==> src/rtl/rv32_pkg.sv <==
`default_nettype none
// ============================================================================
//  Module      : rv32_pkg
//  Description : Shared RV32I decode definitions. Holds the base-ISA opcode
//                values, the immediate-format enumeration, the registered
//                decoded-bundle struct and helpers that map an opcode to its
//                immediate format and legality.
//  Revision    : 1.0  initial release
// ============================================================================
package rv32_pkg;

  localparam int XLEN      = 32;
  localparam int REG_IDX_W = 5;

  localparam logic [6:0] OP_LOAD   = 7'b0000011;
  localparam logic [6:0] OP_IMM    = 7'b0010011;
  localparam logic [6:0] OP_STORE  = 7'b0100011;
  localparam logic [6:0] OP_BRANCH = 7'b1100011;
  localparam logic [6:0] OP_LUI    = 7'b0110111;
  localparam logic [6:0] OP_AUIPC  = 7'b0010111;
  localparam logic [6:0] OP_JAL    = 7'b1101111;
  localparam logic [6:0] OP_JALR   = 7'b1100111;
  localparam logic [6:0] OP_REG    = 7'b0110011;
  localparam logic [6:0] OP_FENCE  = 7'b0001111;
  localparam logic [6:0] OP_SYSTEM = 7'b1110011;

  typedef enum logic [2:0] {
    IMM_I    = 3'd0,
    IMM_S    = 3'd1,
    IMM_B    = 3'd2,
    IMM_U    = 3'd3,
    IMM_J    = 3'd4,
    IMM_NONE = 3'd5
  } imm_type_e;

  typedef struct packed {
    logic [XLEN-1:0]      pc;
    logic [31:0]          imm;
    logic [REG_IDX_W-1:0] rd;
    logic [6:0]           opcode;
    logic [2:0]           funct3;
    logic [6:0]           funct7;
    logic                 illegal;
  } decoded_t;

  // Immediate format selected by the major opcode. R-type, fence and
  // unknown opcodes all carry no immediate.
  function automatic imm_type_e imm_type_of(input logic [6:0] opcode);
    imm_type_e t;
    case (opcode)
      OP_LOAD, OP_IMM, OP_JALR, OP_SYSTEM: t = IMM_I;
      OP_STORE:                            t = IMM_S;
      OP_BRANCH:                           t = IMM_B;
      OP_LUI, OP_AUIPC:                    t = IMM_U;
      OP_JAL:                              t = IMM_J;
      default:                             t = IMM_NONE;
    endcase
    return t;
  endfunction

  function automatic logic opcode_is_legal(input logic [6:0] opcode);
    logic legal;
    case (opcode)
      OP_LOAD, OP_IMM, OP_STORE, OP_BRANCH, OP_LUI, OP_AUIPC,
      OP_JAL, OP_JALR, OP_REG, OP_FENCE, OP_SYSTEM: legal = 1'b1;
      default:                                      legal = 1'b0;
    endcase
    return legal;
  endfunction

endpackage
`default_nettype wire

==> src/rtl/decode_stage_if.sv <==
`default_nettype none
// ============================================================================
//  Module      : decode_stage_if
//  Description : Bundle of every bus-level connection of the decode stage:
//                fetch handshake, register-file read port, writeback snoop
//                and the decoded-bundle handshake towards execute.
//                modport slave  : the decode stage itself
//                modport master : the surrounding pipeline / environment
//  Ports (slave view):
//    in_valid/in_instr/in_pc  in   fetch request,   in_ready   out
//    rf_ren/rf_rs1/rf_rs2     out  register-file read request
//    rf_rs1v/rf_rs2v          in   register-file read data (1 cycle later)
//    wb_wen/wb_rd/wb_rdv      in   writeback snoop
//    out_*                    out  decoded bundle,   out_ready  in
//  Revision    : 1.0  initial release
// ============================================================================
interface decode_stage_if
  import rv32_pkg::*;
#(
  parameter int DATA_WIDTH = XLEN,
  parameter int IDX_WIDTH  = REG_IDX_W
);
  logic                  in_valid;
  logic                  in_ready;
  logic [31:0]           in_instr;
  logic [DATA_WIDTH-1:0] in_pc;

  logic                  rf_ren;
  logic [IDX_WIDTH-1:0]  rf_rs1;
  logic [IDX_WIDTH-1:0]  rf_rs2;
  logic [DATA_WIDTH-1:0] rf_rs1v;
  logic [DATA_WIDTH-1:0] rf_rs2v;

  logic                  wb_wen;
  logic [IDX_WIDTH-1:0]  wb_rd;
  logic [DATA_WIDTH-1:0] wb_rdv;

  logic                  out_valid;
  logic                  out_ready;
  logic [DATA_WIDTH-1:0] out_pc;
  logic [DATA_WIDTH-1:0] out_rs1v;
  logic [DATA_WIDTH-1:0] out_rs2v;
  logic [31:0]           out_imm;
  logic [IDX_WIDTH-1:0]  out_rd;
  logic [6:0]            out_opcode;
  logic [2:0]            out_funct3;
  logic [6:0]            out_funct7;
  logic                  out_illegal;

  modport slave (
    input  in_valid, in_instr, in_pc,
    output in_ready,
    output rf_ren, rf_rs1, rf_rs2,
    input  rf_rs1v, rf_rs2v,
    input  wb_wen, wb_rd, wb_rdv,
    output out_valid, out_pc, out_rs1v, out_rs2v, out_imm, out_rd,
    output out_opcode, out_funct3, out_funct7, out_illegal,
    input  out_ready
  );

  modport master (
    output in_valid, in_instr, in_pc,
    input  in_ready,
    input  rf_ren, rf_rs1, rf_rs2,
    output rf_rs1v, rf_rs2v,
    output wb_wen, wb_rd, wb_rdv,
    input  out_valid, out_pc, out_rs1v, out_rs2v, out_imm, out_rd,
    input  out_opcode, out_funct3, out_funct7, out_illegal,
    output out_ready
  );

endinterface
`default_nettype wire

==> src/rtl/imm_gen.sv <==
`default_nettype none
// ============================================================================
//  Module      : imm_gen
//  Description : Combinational RV32I immediate generator. Produces the
//                sign-extended immediate for the instruction's format and
//                flags opcodes outside the RV32I base set.
//  Ports:
//    i_instr    in   32  instruction word
//    o_imm      out  32  sign-extended immediate (0 for R/fence/illegal)
//    o_illegal  out  1   opcode not in the base set
//  Revision    : 1.0  initial release
// ============================================================================
module imm_gen
  import rv32_pkg::*;
(
  input  wire logic [31:0] i_instr,
  output logic      [31:0] o_imm,
  output logic             o_illegal
);

  imm_type_e w_type;

  always_comb begin
    w_type    = imm_type_of(i_instr[6:0]);
    o_illegal = ~opcode_is_legal(i_instr[6:0]);
    o_imm     = '0;
    case (w_type)
      IMM_I: o_imm = {{20{i_instr[31]}}, i_instr[31:20]};
      IMM_S: o_imm = {{20{i_instr[31]}}, i_instr[31:25], i_instr[11:7]};
      IMM_B: o_imm = {{19{i_instr[31]}}, i_instr[31], i_instr[7],
                      i_instr[30:25], i_instr[11:8], 1'b0};
      IMM_U: o_imm = {i_instr[31:12], 12'b0};
      IMM_J: o_imm = {{11{i_instr[31]}}, i_instr[31], i_instr[19:12],
                      i_instr[20], i_instr[30:21], 1'b0};
      default: o_imm = '0;
    endcase
  end

endmodule
`default_nettype wire

==> src/rtl/decode_stage.sv <==
`default_nettype none
// ============================================================================
//  Module      : decode_stage
//  Description : RV32I decode stage. Accepts an instruction from fetch,
//                issues the register-file read in the same cycle, and one
//                cycle later presents a decoded bundle with forwarded
//                operands to execute. Writebacks are snooped so the
//                operands are never stale, including while stalled.
//  Ports:
//    clk   in   clock
//    rst   in   asynchronous active-high reset
//    bus   decode_stage_if.slave  (fetch, register file, writeback, execute)
//  Revision    : 1.0  initial release
// ============================================================================
module decode_stage
  import rv32_pkg::*;
#(
  parameter int DATA_WIDTH = XLEN,
  parameter int NUM_REG    = 32,
  parameter int IDX_WIDTH  = $clog2(NUM_REG)
)(
  input  wire logic      clk,
  input  wire logic      rst,
  decode_stage_if.slave  bus
);

  // --------------------------------------------------------------------------
  // State
  // --------------------------------------------------------------------------
  logic                  r_full;
  decoded_t              r_dec;
  logic [IDX_WIDTH-1:0]  r_rs1;
  logic [IDX_WIDTH-1:0]  r_rs2;
  // Operand override: when set, r_opN replaces the register-file output,
  // which is either stale (read-during-write) or no longer held valid.
  logic [DATA_WIDTH-1:0] r_op1;
  logic [DATA_WIDTH-1:0] r_op2;
  logic                  r_ovr1;
  logic                  r_ovr2;

  // --------------------------------------------------------------------------
  // Handshake
  // --------------------------------------------------------------------------
  logic w_accept;
  logic w_fire;
  logic w_in_ready;

  assign w_in_ready    = ~r_full | bus.out_ready;
  assign w_accept      = bus.in_valid & w_in_ready;
  assign w_fire        = r_full & bus.out_ready;
  assign bus.in_ready  = w_in_ready;
  assign bus.out_valid = r_full;

  // Register file is read only on accept so its outputs hold during a stall.
  logic [IDX_WIDTH-1:0] w_rs1_new;
  logic [IDX_WIDTH-1:0] w_rs2_new;

  assign w_rs1_new  = bus.in_instr[19:15];
  assign w_rs2_new  = bus.in_instr[24:20];
  assign bus.rf_ren = w_accept;
  assign bus.rf_rs1 = w_rs1_new;
  assign bus.rf_rs2 = w_rs2_new;

  // --------------------------------------------------------------------------
  // Field decode of the incoming instruction
  // --------------------------------------------------------------------------
  logic [31:0] w_imm;
  logic        w_illegal;
  decoded_t    w_dec;

  imm_gen u_imm_gen (
    .i_instr   (bus.in_instr),
    .o_imm     (w_imm),
    .o_illegal (w_illegal)
  );

  always_comb begin
    w_dec         = '0;
    w_dec.pc      = bus.in_pc;
    w_dec.imm     = w_imm;
    w_dec.opcode  = bus.in_instr[6:0];
    w_dec.funct3  = bus.in_instr[14:12];
    w_dec.funct7  = bus.in_instr[31:25];
    w_dec.illegal = w_illegal;
    // Stores and branches reuse instr[11:7] as immediate bits, not a target.
    if ((bus.in_instr[6:0] == OP_STORE) || (bus.in_instr[6:0] == OP_BRANCH))
      w_dec.rd = '0;
    else
      w_dec.rd = bus.in_instr[11:7];
  end

  // Same-edge bypass: the register file returns the pre-write value when a
  // writeback lands on the read edge, so catch the new value here.
  logic w_byp1;
  logic w_byp2;

  assign w_byp1 = bus.wb_wen && (bus.wb_rd == w_rs1_new) && (w_rs1_new != '0);
  assign w_byp2 = bus.wb_wen && (bus.wb_rd == w_rs2_new) && (w_rs2_new != '0);

  // --------------------------------------------------------------------------
  // Operand forwarding for the held instruction
  // --------------------------------------------------------------------------
  logic [DATA_WIDTH-1:0] w_base1;
  logic [DATA_WIDTH-1:0] w_base2;
  logic [DATA_WIDTH-1:0] w_fwd1;
  logic [DATA_WIDTH-1:0] w_fwd2;

  always_comb begin
    w_base1 = r_ovr1 ? r_op1 : bus.rf_rs1v;
    w_base2 = r_ovr2 ? r_op2 : bus.rf_rs2v;

    if (r_rs1 == '0)
      w_fwd1 = '0;
    else if (bus.wb_wen && (bus.wb_rd == r_rs1))
      w_fwd1 = bus.wb_rdv;
    else
      w_fwd1 = w_base1;

    if (r_rs2 == '0)
      w_fwd2 = '0;
    else if (bus.wb_wen && (bus.wb_rd == r_rs2))
      w_fwd2 = bus.wb_rdv;
    else
      w_fwd2 = w_base2;
  end

  assign bus.out_rs1v    = w_fwd1;
  assign bus.out_rs2v    = w_fwd2;
  assign bus.out_pc      = r_dec.pc;
  assign bus.out_imm     = r_dec.imm;
  assign bus.out_rd      = r_dec.rd;
  assign bus.out_opcode  = r_dec.opcode;
  assign bus.out_funct3  = r_dec.funct3;
  assign bus.out_funct7  = r_dec.funct7;
  assign bus.out_illegal = r_dec.illegal;

  // --------------------------------------------------------------------------
  // Sequential update
  // --------------------------------------------------------------------------
  always_ff @(posedge clk or posedge rst) begin
    if (rst) begin
      r_full <= 1'b0;
      r_dec  <= '0;
      r_rs1  <= '0;
      r_rs2  <= '0;
      r_op1  <= '0;
      r_op2  <= '0;
      r_ovr1 <= 1'b0;
      r_ovr2 <= 1'b0;
    end else if (w_accept) begin
      // Covers both a fresh load and a back-to-back fire+accept.
      r_full <= 1'b1;
      r_dec  <= w_dec;
      r_rs1  <= w_rs1_new;
      r_rs2  <= w_rs2_new;
      r_op1  <= bus.wb_rdv;
      r_op2  <= bus.wb_rdv;
      r_ovr1 <= w_byp1;
      r_ovr2 <= w_byp2;
    end else if (w_fire) begin
      r_full <= 1'b0;
    end else if (r_full) begin
      // Stalled: freeze the forwarded view so writebacks are not lost.
      r_op1  <= w_fwd1;
      r_op2  <= w_fwd2;
      r_ovr1 <= 1'b1;
      r_ovr2 <= 1'b1;
    end
  end

endmodule
`default_nettype wire

==> src/flat_wrapper.sv <==
// flat-port wrapper written by rule: the top's interface ports become plain ports
module decode_stage_flat import rv32_pkg::*;
#(
  parameter int DATA_WIDTH = XLEN,
  parameter int NUM_REG    = 32,
  parameter int IDX_WIDTH  = $clog2(NUM_REG)
)
  (clk, rst, bus_in_valid, bus_in_instr, bus_in_pc, bus_in_ready, bus_rf_ren, bus_rf_rs1, bus_rf_rs2, bus_rf_rs1v, bus_rf_rs2v, bus_wb_wen, bus_wb_rd, bus_wb_rdv, bus_out_valid, bus_out_pc, bus_out_rs1v, bus_out_rs2v, bus_out_imm, bus_out_rd, bus_out_opcode, bus_out_funct3, bus_out_funct7, bus_out_illegal, bus_out_ready);
  decode_stage_if #(.DATA_WIDTH(DATA_WIDTH), .IDX_WIDTH(IDX_WIDTH)) bus_i ();
  input  wire logic clk;
  input  wire logic rst;
  input wire logic [$bits(bus_i.in_valid)-1:0] bus_in_valid;
  input wire logic [$bits(bus_i.in_instr)-1:0] bus_in_instr;
  input wire logic [$bits(bus_i.in_pc)-1:0] bus_in_pc;
  output wire logic [$bits(bus_i.in_ready)-1:0] bus_in_ready;
  output wire logic [$bits(bus_i.rf_ren)-1:0] bus_rf_ren;
  output wire logic [$bits(bus_i.rf_rs1)-1:0] bus_rf_rs1;
  output wire logic [$bits(bus_i.rf_rs2)-1:0] bus_rf_rs2;
  input wire logic [$bits(bus_i.rf_rs1v)-1:0] bus_rf_rs1v;
  input wire logic [$bits(bus_i.rf_rs2v)-1:0] bus_rf_rs2v;
  input wire logic [$bits(bus_i.wb_wen)-1:0] bus_wb_wen;
  input wire logic [$bits(bus_i.wb_rd)-1:0] bus_wb_rd;
  input wire logic [$bits(bus_i.wb_rdv)-1:0] bus_wb_rdv;
  output wire logic [$bits(bus_i.out_valid)-1:0] bus_out_valid;
  output wire logic [$bits(bus_i.out_pc)-1:0] bus_out_pc;
  output wire logic [$bits(bus_i.out_rs1v)-1:0] bus_out_rs1v;
  output wire logic [$bits(bus_i.out_rs2v)-1:0] bus_out_rs2v;
  output wire logic [$bits(bus_i.out_imm)-1:0] bus_out_imm;
  output wire logic [$bits(bus_i.out_rd)-1:0] bus_out_rd;
  output wire logic [$bits(bus_i.out_opcode)-1:0] bus_out_opcode;
  output wire logic [$bits(bus_i.out_funct3)-1:0] bus_out_funct3;
  output wire logic [$bits(bus_i.out_funct7)-1:0] bus_out_funct7;
  output wire logic [$bits(bus_i.out_illegal)-1:0] bus_out_illegal;
  input wire logic [$bits(bus_i.out_ready)-1:0] bus_out_ready;
  assign bus_i.in_valid = bus_in_valid;
  assign bus_i.in_instr = bus_in_instr;
  assign bus_i.in_pc = bus_in_pc;
  assign bus_in_ready = bus_i.in_ready;
  assign bus_rf_ren = bus_i.rf_ren;
  assign bus_rf_rs1 = bus_i.rf_rs1;
  assign bus_rf_rs2 = bus_i.rf_rs2;
  assign bus_i.rf_rs1v = bus_rf_rs1v;
  assign bus_i.rf_rs2v = bus_rf_rs2v;
  assign bus_i.wb_wen = bus_wb_wen;
  assign bus_i.wb_rd = bus_wb_rd;
  assign bus_i.wb_rdv = bus_wb_rdv;
  assign bus_out_valid = bus_i.out_valid;
  assign bus_out_pc = bus_i.out_pc;
  assign bus_out_rs1v = bus_i.out_rs1v;
  assign bus_out_rs2v = bus_i.out_rs2v;
  assign bus_out_imm = bus_i.out_imm;
  assign bus_out_rd = bus_i.out_rd;
  assign bus_out_opcode = bus_i.out_opcode;
  assign bus_out_funct3 = bus_i.out_funct3;
  assign bus_out_funct7 = bus_i.out_funct7;
  assign bus_out_illegal = bus_i.out_illegal;
  assign bus_i.out_ready = bus_out_ready;
  decode_stage #(.DATA_WIDTH(DATA_WIDTH), .NUM_REG(NUM_REG), .IDX_WIDTH(IDX_WIDTH)) u_core (.clk(clk), .rst(rst), .bus(bus_i));
endmodule
==> config.mk <==
export PLATFORM = sky130hd
export DESIGN_NAME = decode_stage_flat
export DESIGN_NICKNAME = d
export VERILOG_FILES = /design/src/rtl/rv32_pkg.sv /design/src/rtl/decode_stage_if.sv /design/src/rtl/imm_gen.sv /design/src/rtl/decode_stage.sv /design/src/flat_wrapper.sv
export SDC_FILE = /design/constraint.sdc
export NUM_CORES = 1
export LEC_CHECK = 0
export ABC_AREA = 1
export ABC_CLOCK_PERIOD_IN_PS = 7200
export CAP_MARGIN = 20
export CORE_ASPECT_RATIO = 1.4
export CORE_UTILIZATION = 40
export CTS_CLUSTER_DIAMETER = 60
export DETAILED_ROUTE_END_ITERATION = 6
export HOLD_SLACK_MARGIN = 0.03
export PLACE_DENSITY = 0.76
export SLEW_MARGIN = 10
export SYNTH_ARGS = -nofsm -noshare
export SYNTH_HDL_FRONTEND = slang
export SYNTH_HIERARCHICAL = 1
export SYNTH_SLANG_ARGS = --single-unit
export TNS_END_PERCENT = 1
==> constraint.sdc <==
create_clock -name clk -period 7.2 [get_ports clk]
set_input_delay 1.08 -clock clk [delete_from_list [all_inputs] [get_ports clk]]
set_output_delay 1.08 -clock clk [all_outputs]
set_load 0.03 [all_outputs]
# Yosys cells after proc, flatten, opt, wreduce, memory -nomap -nowiden
# Cells that the tools add are included.
op_classes:
  reduce_logical: 18
  bitwise: 5
  n_eq_ne: 20
  n_mux: 22
op_table:
  columns: ["op", "count"]
  rows:
  - ["$mux W32", 12]
  - ["$pmux W32 S5", 1]
  - ["$eq A7 B7 Y1 const B", 4]
  - ["$eq A7 B6 Y1 const B", 3]
  - ["$eq A5 B5 Y1", 4]
  - ["$pmux W3 S5", 1]
  - ["$eq A7 B5 Y1 const B", 2]
  - ["$reduce_or A11 Y1", 1]
  - ["$logic_not A5 Y1", 2]
  - ["$reduce_bool A5 Y1", 2]
  - ["$eq A7 B2 Y1 const B", 1]
  - ["$eq A7 B4 Y1 const B", 1]
  - ["$mux W1", 7]
  - ["$eq A3 B2 Y1 const B", 2]
  - ["$logic_and A1 B1 Y1", 6]
  - ["$mux W5", 1]
  - ["$reduce_bool A2 Y1", 2]
  - ["$reduce_or A4 Y1", 1]
  - ["$eq A3 B1 Y1 const B", 1]
  - ["$eq A3 B3 Y1 const B", 1]
  - ["$logic_not A3 Y1", 1]
  - ["$and A1 B1 Y1", 2]
  - ["$ne A2 B2 Y1 const B", 1]
  - ["$not A1 Y1", 2]
  - ["other kinds (4)", 4]
word_totals:
  word_cells: 79
  input_bits: 170
  reg_bits: 164
  output_inout_bits: 164

# Longest topological paths before layout
depth:
  ltp_word: 7
  ltp_mapped: 11
  mapped_depth_nobuf: 10

# Modules after synthesis
# The synthesis kept the hierarchy.
by_module_without_submodules:
  columns: ["module", "area_per_inst_um2", "seq_area_each_um2", "cells_per_inst", "n_inst"]
  rows:
  - ["decode_stage", 9098.7, 4103.9, 1301, 1]
  - ["imm_gen", 887.1, 0.0, 204, 1]

# Worst setup path before layout
# No wires, ideal clock.
synth_timing:
  path_kind: "in2out"
  from: "input bus_wb_rd[2]"
  to: "output bus_out_rs1v[4]"
  required_ps: 6120
  setup_slack_ps: 3779
  t_arrival_ps: 2341
  path_stages: 10
  n_path_buf: 2
  cell_sequence: "inv_2 > nand2_1 > nand2_2 > nor2_8 > nand3_4 > buf_6 > buf_6 > o21ai_2 > inv_1 > nor2_1"
synth_between:
  elab_chain_cells: 4
synth_rtl:
  columns: ["item", "line_no", "source"]
  rows:
  - ["start, declared", "flat_wrapper.sv:22", "input wire logic [$bits(bus_i.wb_rd)-1:0] bus_wb_rd;"]
  - ["$eq A5 B5 Y1", "decode_stage.sv:114", "else if (bus.wb_wen && (bus.wb_rd == r_rs1))"]
  - ["$logic_and A1 B1 Y1", "decode_stage.sv:114", null]
  - ["$mux W32", "decode_stage.sv:114", null]
  - ["$mux W32", "decode_stage.sv:112", "if (r_rs1 == '0)"]
  - ["end, declared", "flat_wrapper.sv:26", "output wire logic [$bits(bus_i.out_rs1v)-1:0] bus_out_rs1v;"]
# Every way passes these cells.

# Worst setup path in the final report
layout_timing:
  from: "input bus_wb_rd[1]"
  to: "output bus_out_rs2v[29]"
layout_between:
  elab_chain_cells: 4
layout_rtl:
  columns: ["item", "line_no", "source"]
  rows:
  - ["$eq A5 B5 Y1", "decode_stage.sv:121", "else if (bus.wb_wen && (bus.wb_rd == r_rs2))"]
  - ["$logic_and A1 B1 Y1", "decode_stage.sv:121", null]
  - ["$mux W32", "decode_stage.sv:121", null]
  - ["$mux W32", "decode_stage.sv:119", "if (r_rs2 == '0)"]
  - ["end, declared", "flat_wrapper.sv:27", "output wire logic [$bits(bus_i.out_rs2v)-1:0] bus_out_rs2v;"]
# Every way passes these cells.

==> run summary <==
• Remaining DRCs: 5
• simple logic cell fraction of the synthesized area: 41.57%
• final total negative setup slack: 0 ps
• count of yosys warnings during synthesis: 6
• Clock Skews: 7.290 ps
• final critical-path setup slack: 1726 ps
• Nets: 1949
• count of flip-flops with a built-in enable after synthesis: 0
• library cell with the largest summed area after synthesis: sky130_fd_sc_hd__dfrtp_1
• nature of the critical path startpoint: primary input
• GRT Resource Usage Total: 29.00%
• number of buffers created by CTS: 17
• Worst Path Arrival: 4390 ps
• dominant combinational cell family by area after synthesis: simple AND/OR/NAND/NOR gates
• Initial Utilization: 40.61%
• growth of design area from synthesis to finish: 40.16%
• post-detailed-routing wire length: 36.53 mm
• primary flip-flop cell chosen by synthesis mapping: sky130_fd_sc_hd__dfrtp_1
• DR pass1 iterations: 7
• compound-cell area share of the yosys netlist: 7.656%
• clock transition at the registers of the reported paths: 70 ps
• Die W: 135.5 um
• die footprint: 0.02561 mm2
• status: finished with violations
• Achievable Freq: 182.7 MHz
• Clk pwr share: 30.1%
• Comb power frac: 35.7%
• ys async rst share: 100.0%
• average footprint of a synthesized cell: 6.635 um2
• PnR Total Power: 3.220 mW
• share of synthesized cell area in full adder, half adder and majority cells: 0%
• Syn Inst Count: 1505
• final-report max-slew violation count: 0
• total routed wire length on the met1 layer: 13.64 mm
• ratio of final minimum period to clock period: 76.02%
• cell types occupying the most area after synthesis: sky130_fd_sc_hd__dfrtp_1 (41%), sky130_fd_sc_hd__nand2_1 (27%), sky130_fd_sc_hd__nand3_1 (7.6%)
• Commonest cells post-synth: sky130_fd_sc_hd__nand2_1 (714), sky130_fd_sc_hd__dfrtp_1 (164), sky130_fd_sc_hd__nand3_1 (151), sky130_fd_sc_hd__inv_1 (119), sky130_fd_sc_hd__nor2_1 (80)
• number of antenna violations at the first check in global routing: 2
• flip-flop and latch count after synthesis: 164
• headroom to the max-slew limit: 32.37%
• post-synthesis net count: 1675
• DP Worst Slack: 1785 ps
• post-synth top area share: 41.10%
• share of post-route cells with drive strength above 1: 5.804%
• routed wirelength normalized by instance count: 17.32 um
• Netlist cell types: 33
• total met3 wirelength after detailed routing: 3.025 mm
• maximum level of the CTS H-tree: 4
• xor/xnor share of the synthesized area: 0.2631%
• maximum number of pins on one net before global-route repair: 101
• Layout Utilization: 56.92%
• I/O pin cnt: 334
• CP Capture Point: bus_out_rs2v[29]
• DRC violation total after the first TritonRoute iteration: 818
• number of global-route vias before repair: 10760
• max-cap check violation count: 0
• maximum number of buffers from clock root to sink: 2
• Critical Path RT: 6120 ps
• # rows: 68
• total power density per cell area: 230.1 mW/mm2
• violations in the final reports: DRC
• P_int: 2.038 mW
• portion of the post-synthesis area used by sequential elements: 41.10%
• clock tree from TritonCTS: done
• reg-to-reg critical path endpoint: u_core/bus.out_illegal$_DFFE_PP0P_
• total via count in the routed design: 10900
• switching power share of the total: 36.72%
• insertion delay of the later-clocked pin in the worst-skew pair: 440 ps
• top routing layer in use: met4
• # setup viols final: 0
• class of the worst hold path: flip-flop to flip-flop
• standard cell core area: 0.02459 mm2
• Worst R2R Path Depth: 7
• global-route congestion overflow total: 0
• proportion of synthesized area in mux cells: 0%
• global placer's final weighted congestion: 0.9455
• Layout Cells excl Fill: 2109
• startpoint of the worst register-to-register path: u_core/bus.out_valid$_DFFE_PP0P_
• post-cts hold buffer count: 0
• most instantiated library cell after synthesis: sky130_fd_sc_hd__nand2_1
• post_cts resized: 0
• height of the die: 189.0 um
• clock period minus final worst setup slack: 5474 ps
• metal2 WL: 18.77 mm
• Post-CTS Setup Repair Bufs: 0
• actual transition at the worst max-transition pin: 1014 ps
• routed via count divided by cell count: 5.169
• Critical Path Sink Type: primary output
• cell count after placement: 2075
• Hold Violations, Final: 0
• number of clock sinks: 164
• static power due to leakage: 7.387 nW
• highest ir drop seen on vdd: 0.1893 mV
• ANT nets after route: 0
• RSZ-0062 raised after global routing: false
• maximum fanout count along the critical path: 37
• global-route wire length before repair: 57.08 mm
• reg-to-reg slack, setup: 4250 ps
• Post-Synthesis Cell Area: 0.009986 mm2
• Sw Pwr: 1.182 mW
• sequential share of power: 34.2%
• Final HPWL DP: 25.94 mm
• Crit Path Class: primary input to primary output
• clock root buffer: sky130_fd_sc_hd__clkbuf_16
• critical path launch point: bus_wb_rd[1]
• total of buffers placed on input and output ports: 333
## worst min path at each step
stage,startpoint,end,slack [ps],cells after the start
final,u_core/bus.out_pc[2]$_DFFE_PP0P_,u_core/bus.out_pc[2]$_DFFE_PP0P_,470,2
after global routing,u_core/bus.out_imm[16]$_DFFE_PP0P_,u_core/bus.out_imm[16]$_DFFE_PP0P_,490,2
after global placement,u_core/bus.out_pc[31]$_DFFE_PP0P_,u_core/bus.out_pc[31]$_DFFE_PP0P_,450,2
after CTS,u_core/bus.out_pc[25]$_DFFE_PP0P_,u_core/bus.out_pc[25]$_DFFE_PP0P_,470,2
after floorplan,u_core/r_op1[4]$_DFFE_PP0P_,u_core/r_op1[4]$_DFFE_PP0P_,470,2
after detailed placement,u_core/bus.out_pc[25]$_DFFE_PP0P_,u_core/bus.out_pc[25]$_DFFE_PP0P_,460,2
## cells by family (layout without fill, tap and decap cells)
group,after synthesis,in the layout
AND/OR/NAND/NOR,991,991
buffers and inverters,220,507
flip-flops,164,164
AO/OA/AOI/OAI,127,127
XOR/XNOR,3,3
other,0,2
## critical path: stages
cell                              delay (ps)
sky130_fd_sc_hd__clkdlybuf4s50_1         590
sky130_fd_sc_hd__inv_2                    70
sky130_fd_sc_hd__nand2_1                  80
sky130_fd_sc_hd__nand2_1                  60
sky130_fd_sc_hd__nor2_1                  120
sky130_fd_sc_hd__nand3_2                 750
sky130_fd_sc_hd__inv_2                   700
sky130_fd_sc_hd__nand2_1                 120
sky130_fd_sc_hd__nand3_1                 140
sky130_fd_sc_hd__inv_1                    70
sky130_fd_sc_hd__clkdlybuf4s50_1         590
## through the flow
step                      hold WS, ps  instance area [um2]
final                           470.1                14000
after global routing            492.7                13990
after CTS                       474.3                13990
after detailed placement        457.2                13380
after global placement          453.7                13380
after floorplan                 465.1                 9986
## registers in the layout, indices dropped and copies added, names as in the netlist
register and count:
u_core/bus.out_illegal 1, u_core/bus.out_opcode 7, u_core/bus.out_rd 5, u_core/r_ovr1 1, u_core/r_op1 32, u_core/r_rs1 5
u_core/bus.out_pc 32, u_core/r_ovr2 1, u_core/bus.out_funct7 7, u_core/bus.out_valid 1, u_core/bus.out_funct3 3, u_core/bus.out_imm 32
u_core/r_rs2 5, u_core/r_op2 32
## layer usage
metal	vias up	global-route usage, %
li1	5228	-
met1	5047	32.78
met2	554	52.19
met3	73	6.185
met4	0	11.84
met5	-	0
## power by group through the flow
stage	clock network [mW]	registers, mW	logic, mW
after floorplan	0	1.20	0.573
after global placement	0	1.11	1.14
after detailed placement	0	1.12	1.15
after CTS	0.989	1.10	1.15
after global routing	1.02	1.11	1.24
final	0.970	1.10	1.15
## final cells by class
type                    count  area [um2]
diodes                      2       5.005
clock buffers              17       425.4
clock inverters            15       188.9
fillers                  2330       10590
inverters                 132       503.0
multi-input cells        1121        4967
flip-flops and latches    164        4104
well taps                 315       394.1
repair buffers            343        3408
## cell usage in the layout (no fill, tap or decap), types with 2 or more instances in the layout
cell type,instances
sky130_fd_sc_hd__clkbuf_16,17
sky130_fd_sc_hd__nor4_1,5
sky130_fd_sc_hd__o21ai_1,4
sky130_fd_sc_hd__nand2_1,714
sky130_fd_sc_hd__o21bai_1,30
sky130_fd_sc_hd__nand3_2,26
sky130_fd_sc_hd__bufinv_16,3
sky130_fd_sc_hd__inv_1,117
sky130_fd_sc_hd__clkinv_4,2
sky130_fd_sc_hd__nand4_1,2
sky130_fd_sc_hd__o22ai_1,6
sky130_fd_sc_hd__clkdlybuf4s50_1,333
sky130_fd_sc_hd__nor2_4,3
sky130_fd_sc_hd__inv_2,12
sky130_fd_sc_hd__nand3_1,149
sky130_fd_sc_hd__o21bai_2,6
sky130_fd_sc_hd__a21oi_1,43
sky130_fd_sc_hd__inv_6,7
sky130_fd_sc_hd__nor3_1,2
sky130_fd_sc_hd__xor2_1,2
sky130_fd_sc_hd__diode_2,2
sky130_fd_sc_hd__o21ai_0,35
sky130_fd_sc_hd__clkinv_2,2
sky130_fd_sc_hd__buf_4,10
sky130_fd_sc_hd__dfrtp_1,164
sky130_fd_sc_hd__nand2_2,8
sky130_fd_sc_hd__nor2_1,78
(Power assumes the default switching activity.)
